**src/rtl/demux_buffer_pkg.sv**
```systemverilog
// demux_buffer shared constants: word width, select width, channel count.
// ch_lsb() gives the packed out_data slice offset (ch0 in the top slice).
package demux_buffer_pkg;

    localparam int WIDTH = 8;
    localparam int SEL_W = 2;
    localparam int N_CH  = 1 << SEL_W;
    localparam int OUT_W = N_CH * WIDTH;

    function automatic int ch_lsb(input int ch);
        return (N_CH - 1 - ch) * WIDTH;
    endfunction

endpackage

```
**src/rtl/demux_buffer_if.sv**
```systemverilog
// Sample stream in, four channel outputs, round-robin pointer.
// master = producer/consumer side, slave = demux_buffer.
interface demux_buffer_if;
    import demux_buffer_pkg::*;

    logic [WIDTH-1:0] in_data;
    logic [SEL_W-1:0] in_sel;
    logic             in_valid;
    logic             in_ready;
    logic             rr_mode;
    logic             flush;
    logic [OUT_W-1:0] out_data;
    logic [N_CH-1:0]  out_valid;
    logic [N_CH-1:0]  out_ready;
    logic [SEL_W-1:0] rr_ptr;

    modport master (
        output in_data, in_sel, in_valid, rr_mode, flush, out_ready,
        input  in_ready, out_data, out_valid, rr_ptr
    );

    modport slave (
        input  in_data, in_sel, in_valid, rr_mode, flush, out_ready,
        output in_ready, out_data, out_valid, rr_ptr
    );

endinterface

```
**src/rtl/demux_buffer_chan_buf.sv**
```systemverilog
// Single-entry channel buffer: data register plus full bit.
// Ports: i_wr_en load, i_rd_en pop, i_flush clear; o_data, o_full.
module demux_buffer_chan_buf
    import demux_buffer_pkg::*;
(
    input  logic             i_clk,
    input  logic             i_rst_n,
    input  logic             i_wr_en,
    input  logic             i_rd_en,
    input  logic             i_flush,
    input  logic [WIDTH-1:0] i_data,
    output logic [WIDTH-1:0] o_data,
    output logic             o_full
);

    logic [WIDTH-1:0] r_data;
    logic             r_full;

    // A write wins over a pop so a same-cycle refill keeps full set.
    always_ff @(posedge i_clk or negedge i_rst_n) begin
        if (!i_rst_n) begin
            r_data <= '0;
            r_full <= 1'b0;
        end else if (i_flush) begin
            r_full <= 1'b0;
        end else if (i_wr_en) begin
            r_data <= i_data;
            r_full <= 1'b1;
        end else if (i_rd_en) begin
            r_full <= 1'b0;
        end
    end

    assign o_data = r_data;
    assign o_full = r_full;

endmodule

```
**src/rtl/demux_buffer.sv**
```systemverilog
// Registered 1:4 demux with per-channel single-entry buffers.
// Ports: clk, rst_n (async low), bus (demux_buffer_if.slave).
module demux_buffer
    import demux_buffer_pkg::*;
(
    input  logic           clk,
    input  logic           rst_n,
    demux_buffer_if.slave  bus
);

    logic [SEL_W-1:0] r_ptr;
    logic [SEL_W-1:0] w_tgt;
    logic [N_CH-1:0]  w_full;
    logic [N_CH-1:0]  w_wr;
    logic [N_CH-1:0]  w_rd;
    logic             w_ready;
    logic             w_accept;
    logic [WIDTH-1:0] w_data [N_CH];

    assign w_tgt    = bus.rr_mode ? r_ptr : bus.in_sel;
    // No in_valid term: ready depends only on target state and its pop.
    assign w_ready  = ~bus.flush
                    & (~w_full[w_tgt] | bus.out_ready[w_tgt]);
    assign w_accept = bus.in_valid & w_ready;

    genvar g;
    generate
        for (g = 0; g < N_CH; g++) begin : g_ch
            assign w_wr[g] = w_accept & (w_tgt == SEL_W'(g));
            assign w_rd[g] = w_full[g] & bus.out_ready[g];

            demux_buffer_chan_buf u_buf (
                .i_clk   (clk),
                .i_rst_n (rst_n),
                .i_wr_en (w_wr[g]),
                .i_rd_en (w_rd[g]),
                .i_flush (bus.flush),
                .i_data  (bus.in_data),
                .o_data  (w_data[g]),
                .o_full  (w_full[g])
            );

            assign bus.out_data[ch_lsb(g) +: WIDTH] = w_data[g];
        end
    endgenerate

    always_ff @(posedge clk or negedge rst_n) begin
        if (!rst_n) begin
            r_ptr <= '0;
        end else if (bus.flush) begin
            r_ptr <= '0;
        end else if (w_accept & bus.rr_mode) begin
            r_ptr <= r_ptr + SEL_W'(1);
        end
    end

    assign bus.in_ready  = w_ready;
    assign bus.out_valid = w_full;
    assign bus.rr_ptr    = r_ptr;

endmodule

```
**src/flat_wrapper.sv**
```systemverilog
// flat-port wrapper written by rule: the top's interface ports become plain ports
module demux_buffer_flat import demux_buffer_pkg::*;
  (clk, rst_n, bus_in_data, bus_in_sel, bus_in_valid, bus_rr_mode, bus_flush, bus_out_ready, bus_in_ready, bus_out_data, bus_out_valid, bus_rr_ptr);
  demux_buffer_if bus_i ();
  input  logic clk;
  input  logic rst_n;
  input wire logic [$bits(bus_i.in_data)-1:0] bus_in_data;
  input wire logic [$bits(bus_i.in_sel)-1:0] bus_in_sel;
  input wire logic [$bits(bus_i.in_valid)-1:0] bus_in_valid;
  input wire logic [$bits(bus_i.rr_mode)-1:0] bus_rr_mode;
  input wire logic [$bits(bus_i.flush)-1:0] bus_flush;
  input wire logic [$bits(bus_i.out_ready)-1:0] bus_out_ready;
  output wire logic [$bits(bus_i.in_ready)-1:0] bus_in_ready;
  output wire logic [$bits(bus_i.out_data)-1:0] bus_out_data;
  output wire logic [$bits(bus_i.out_valid)-1:0] bus_out_valid;
  output wire logic [$bits(bus_i.rr_ptr)-1:0] bus_rr_ptr;
  assign bus_i.in_data = bus_in_data;
  assign bus_i.in_sel = bus_in_sel;
  assign bus_i.in_valid = bus_in_valid;
  assign bus_i.rr_mode = bus_rr_mode;
  assign bus_i.flush = bus_flush;
  assign bus_i.out_ready = bus_out_ready;
  assign bus_in_ready = bus_i.in_ready;
  assign bus_out_data = bus_i.out_data;
  assign bus_out_valid = bus_i.out_valid;
  assign bus_rr_ptr = bus_i.rr_ptr;
  demux_buffer u_core (.clk(clk), .rst_n(rst_n), .bus(bus_i));
endmodule
```
**config.mk**
```make
export PLATFORM = sky130hd
export DESIGN_NAME = demux_buffer_flat
export DESIGN_NICKNAME = d
export VERILOG_FILES = /design/src/rtl/demux_buffer_pkg.sv /design/src/rtl/demux_buffer_if.sv /design/src/rtl/demux_buffer_chan_buf.sv /design/src/rtl/demux_buffer.sv /design/src/flat_wrapper.sv
export SDC_FILE = /design/constraint.sdc
export NUM_CORES = 1
export LEC_CHECK = 0
export CAP_MARGIN = 40
export CORE_MARGIN = 2
export CORE_UTILIZATION = 39
export DETAILED_ROUTE_END_ITERATION = 6
export PLACE_DENSITY = 0.74
export SYNTH_ARGS = -nofsm -noshare
export SYNTH_HDL_FRONTEND = slang
export SYNTH_SLANG_ARGS = --single-unit
```
**constraint.sdc**
```tcl
create_clock -name clk -period 1.8 [get_ports clk]
set_input_delay 0.27 -clock clk [delete_from_list [all_inputs] [get_ports clk]]
set_output_delay 0.27 -clock clk [all_outputs]
set_load 0.02 [all_outputs]
```
# == Yosys cells after proc, flatten, opt, wreduce, memory -nomap -nowiden ==
# Index checks and enable logic that the tools add are counted.
# totals
in_bits,19
output_inout_bits,39
mem_bits_rw,0
elab_cells,57
n_memories,0
register_bits,38
romBits,0
latchBits,0
# classes
n_reduce_logical,10
bitwise,14
n_shift,0
mux,19
addsub,1
eq_ne,3
magnitude_cmp,1
div,0
mul,0
# op_table
op,n
2-to-1 mux 1 bit,14
nonzero test 3 bit,4
bitwise AND 1 bit,11
AND reduction 2 bit,4
2-to-1 mux 2 bit,3
binary-select mux 1 bit (select 2 bit),2
"== test 2 bit, second input constant",2
"< comparator 2 x 3 -> 1 bit, second input constant",1
"adder 2 x 1 -> 2 bit, second input constant",1
"== test 2 x 1 -> 1 bit, second input constant",1
logical NOT 2 bit,1
inverter 1 bit,2
nonzero test 2 bit,1
bitwise OR 1 bit,1

# == Depth between registers and ports, before layout ==
# logic_depth
word_depth,10
ltp_mapped,5
ltp_nobuf,4

# == Hierarchy ==
# Synthesis repeated with hierarchy kept, for this count alone.
# unflattened
cells_unflattened,118
area_unflattened_um2,1770.4
# modules_own_cells
mod,area_per_inst_um2,n_inst,seq_area_each_um2,cells_per_inst
demux_buffer_chan_buf,385.4,4,225.2,22
demux_buffer,229.0,1,50.0,30

# == Worst setup path after synthesis ==
# OpenSTA, ideal clock, no wires.
# synth_path
path_kind,reg-to-output
from,reg u_core.r_ptr[0] (netlist: u_core.bus.rr_ptr[0])
to,out bus_in_ready
n_path_buf,0
stages_incl_launch_ff,4
required_time_ps,1530
t_arrival_ps,1718
path_slack_ps,-188
path_cell_list,dfrtp_1 > mux2i_1 > mux2_2 > nor2_1
# synth_via
elab_chain_len,6
word_cells_on_any_way,8
classes_between,5 x mux; 3 x bitwise
# synth_rtl
item,line_no,rtl
from (decl),demux_buffer.sv:11,logic [SEL_W-1:0] r_ptr;
from (signal assigned),demux_buffer.sv:53,r_ptr <= r_ptr + SEL_W'(1);
2-to-1 mux 2 bit *,demux_buffer.sv:20,assign w_tgt = bus.rr_mode ? r_ptr : bus.in_sel;
binary-select mux 1 bit (select 2 bit),demux_buffer.sv:23,& (~w_full[w_tgt] | bus.out_ready[w_tgt]);
2-to-1 mux 1 bit (not written as such),demux_buffer.sv:23,
inverter 1 bit,demux_buffer.sv:23,
bitwise OR 1 bit *,demux_buffer.sv:23,
bitwise AND 1 bit *,demux_buffer.sv:23,
to (decl),flat_wrapper.sv:13,output wire logic [$bits(bus_i.in_ready)-1:0] bus_in_ready;
# Every way passes the cells marked *; elsewhere a longest branch is shown, timed or not. The select of a mux whose other input is x is not followed.

# == Worst setup path after layout ==
# layout_path
from,reg u_core.r_ptr[1] (netlist: u_core.bus.rr_ptr[1])
to,out bus_in_ready
# Same word-level chain as after synthesis.

==> results by group <==
Yosys
  • Synth cell types: 21
  • Syn. warnings: 0
  • Seq/Total Area, Yosys: 59.8%
  • Syn Area/Cell: 15.1 µm²
  • Main synth FF type: dfrtp_1
  • Simple-Gate Fraction of Synth Area: 8.11%
  • Mapped Cells: 105
  • Post-synthesis instance area: 1590 µm²
  • Adder-Cell Fraction of Synth Area: 0%
  • EDFF count, synth: 0
  • Net Count, Synth: 124
  • Synth top area share: 59.8%
  • Post-synth top cells: dfrtp_1 (38), mux2_2 (33), nand2b_1 (5)
  • Mux cell area share after synthesis: 26.7%
  • Complex-gate fraction of the synthesized area: 2.99%
  • Most numerous cell in the Yosys netlist: dfrtp_1
  • Post-Synth XOR/XNOR Area: 0%
  • Seq cells post-synth: 38
  • Synth area leader: dfrtp_1
  • Synth area leaders: dfrtp_1 (60%), mux2_2 (23%), nand2b_1 (2.0%)
  • Asr flop ratio synth: 100%
  • Largest family of logic cells by synthesized area: multiplexers

Finish
  • Net count, final: 206
  • Ant. Diodes: 0
  • Layout area overhead: 56.5%
  • Share of cells above drive strength 1: 38.3%
  • # fillers: 319

Floorplan
  • Core Area: 3970 µm²
  • Cell row count: 23
  • Die Width: 67.8 µm
  • Die area: 4600 µm²
  • Initial core utilization: 40.0%
  • I/O pins: 58
  • Die Span Y: 67.8 µm

Routing
  • ANT nets after route: 0
  • Vias: 1177
  • DRT Pass-1 Iters: 4
  • Wirelength per Cell: 15.8 µm
  • DR vias/cell: 4.95
  • Drc violations: 0
  • Iteration-0 DRC Markers: 27
  • WL final: 3.76 mm

Pwr
  • Sw power: 866 µW
  • Leakage power: 0.00109 µW
  • Gate power share: 37.4%
  • Switching Fraction: 30.9%
  • Int Power: 1940 µW
  • Peak supply drop: 0.737 mV
  • Power density over the cells: 1130 nW/µm²
  • Clock power frac: 20.7%
  • Sequential share of power: 41.9%
  • Final total power: 2810 µW

Timing
  • Final Slew Violations: 0
  • Crit path time final: 1.77 ns
  • Final Setup Violations: 0
  • RSZ-0062 raised after global routing: true
  • Worst Max-Slew Pin Slew: 0.823 ns
  • Final Cycle Share: 98.4%
  • Final hold violation count: 0
  • Worst Setup Slack, final: 0.0292 ns
  • Highest clock rate: 565 MHz
  • Min Hold Slack: 0.0806 ns
  • Max_slew headroom: 45.2%
  • Setup Skew: 0.00381 ns

Placement
  • DP HPWL: 2.83 mm
  • GP Congestion: 0.799
  • Input/output buffers: 57
  • Worst slack, placed: -0.726 ns

CTS
  • Hold_buf cts: 0
  • Clk_lat worst skew: 0.28 ns
  • Maximum buffer depth of the clock tree: 2
  • Clock Tree Root: clkbuf_8
  • CTS tree: built
  • CTS sink count: 38
  • Clock-pin slew on the worst setup and hold paths: 0.07 ns
  • H-tree levels: 2
  • TritonCTS Buffers: 5

Critical path
  • Worst reg2reg path depth: 7
  • Critical Path Start Type: register
  • Reg2reg end: u_core.g_ch[1].u_buf.o_data[3]
  • Critical path peak fanout: 3
  • Crit Path Class: reg -> out
  • Crit path DAT: 1.50 ns
  • Worst Path Required: 1.53 ns
  • Critical path endpoint category: output port
  • Flop2flop setup slack: 0.08 ns
  • R2R Path Start: u_core.bus.rr_ptr[1]

GRT
  • Vias in the first global route: 1261
  • Initial antenna violation count: 0
  • Global-route wire length before repair: 6.17 mm
  • Pin count of the biggest net entering global routing: 39
  • Overall Global Routing Usage: 18.7%
  • Total grt overflow: 0

Hold path
  • Hold Crit Class: in -> async

Run
  • Max_cap viols: 0

Run status
  • Status: finished clean
## worst max-delay path: stages, from the launching register on
cell and delay [ns]:
dfrtp_1 0.41, mux2i_4 0.19, mux2i_1 0.12, mux2_4 0.29, nor2_4 0.08, buf_6 0.12
## cell type report
cell class	instances	area, µm²	area share (%)
inverter	1	3.75	0.151
clock buffer	7	86.3	3.47
sequential	38	951	38.2
timing repair buffer	80	754	30.3
tap	50	62.6	2.52
multi-input combinational	61	624	25.1
clock inverter	1	5.00	0.201
## worst max-delay path by stage
| stage | depth (start not counted) | endpoint | startpoint | slack [ns] |
|---|---|---|---|---|
| 3_3_place_gp | 6 | bus_in_ready | bus_rr_mode | -0.69 |
| 4_1_cts | 5 | bus_in_ready | u_core.bus.rr_ptr[1] | 0.009 |
| 6_report | 5 | bus_in_ready | u_core.bus.rr_ptr[1] | 0.03 |
| 5_1_grt | 5 | bus_in_ready | u_core.bus.rr_ptr[1] | -0.04 |
| 2_1_floorplan | 4 | bus_in_ready | u_core.bus.rr_ptr[1] | 0.06 |
| 3_5_place_dp | 6 | bus_in_ready | bus_rr_mode | -0.73 |
## flip-flops by register name, indices dropped and copies added (netlist names)
signal and flops:
u_core.bus.rr_ptr 2, u_core.g_ch.u_buf.o_data 32, u_core.g_ch.u_buf.o_full 4
## power by group through the flow
stage | sequential (µW) | combinational (µW) | clock, µW
6_report | 1170 | 1050 | 581
5_1_grt | 1200 | 1110 | 653
4_1_cts | 1180 | 1060 | 609
3_5_place_dp | 1190 | 1050 | 0
3_3_place_gp | 1180 | 1030 | 0
2_1_floorplan | 1430 | 236 | 0
## metal layers
metal,global-route usage (%),up-vias,routed length [µm]
li1,-,538,-
met1,23.2,589,1600
met2,31.0,46,1850
met3,5.43,4,270
met4,6.75,0,36
met5,0,-,0
## what timing repair did
| action | in CTS | in global routing |
|---|---|---|
| setup endpoints to repair | 24 | 1 |
| setup buffers | 0 | 2 |
| endpoints found under the hold margin | 0 | 0 |
| resized for setup | 8 | 5 |
| pin swaps | 0 | 1 |
## cells by family after synthesis
group | after synthesis
compound gates | 8
buf+inv | 6
flops | 38
mux | 37
simple gates | 16
## per-stage QoR
stage	instances	area [µm²]	util, %	TNS (ns)
floorplan	105	1600	-	0
global placement	228	2370	59.6	-10.67
detailed placement	228	2370	59.6	-12.53
CTS	236	2450	61.8	0
global route	238	2490	62.6	-0.0412
finish	238	2490	62.6	0
## placed cells by master, fill, tap and decap left out, types with 2 or more instances in the layout
cell	instances
clkdlybuf4s50_1	53
clkbuf_8	6
nand2_1	2
mux2_2	32
mux2i_4	2
o21bai_1	2
nand2b_1	5
a21oi_1	2
buf_4	21
o21ai_0	3
buf_6	2
mux2i_1	2
dfrtp_1	38
Note: power is estimated with default switching activity, not from simulation.
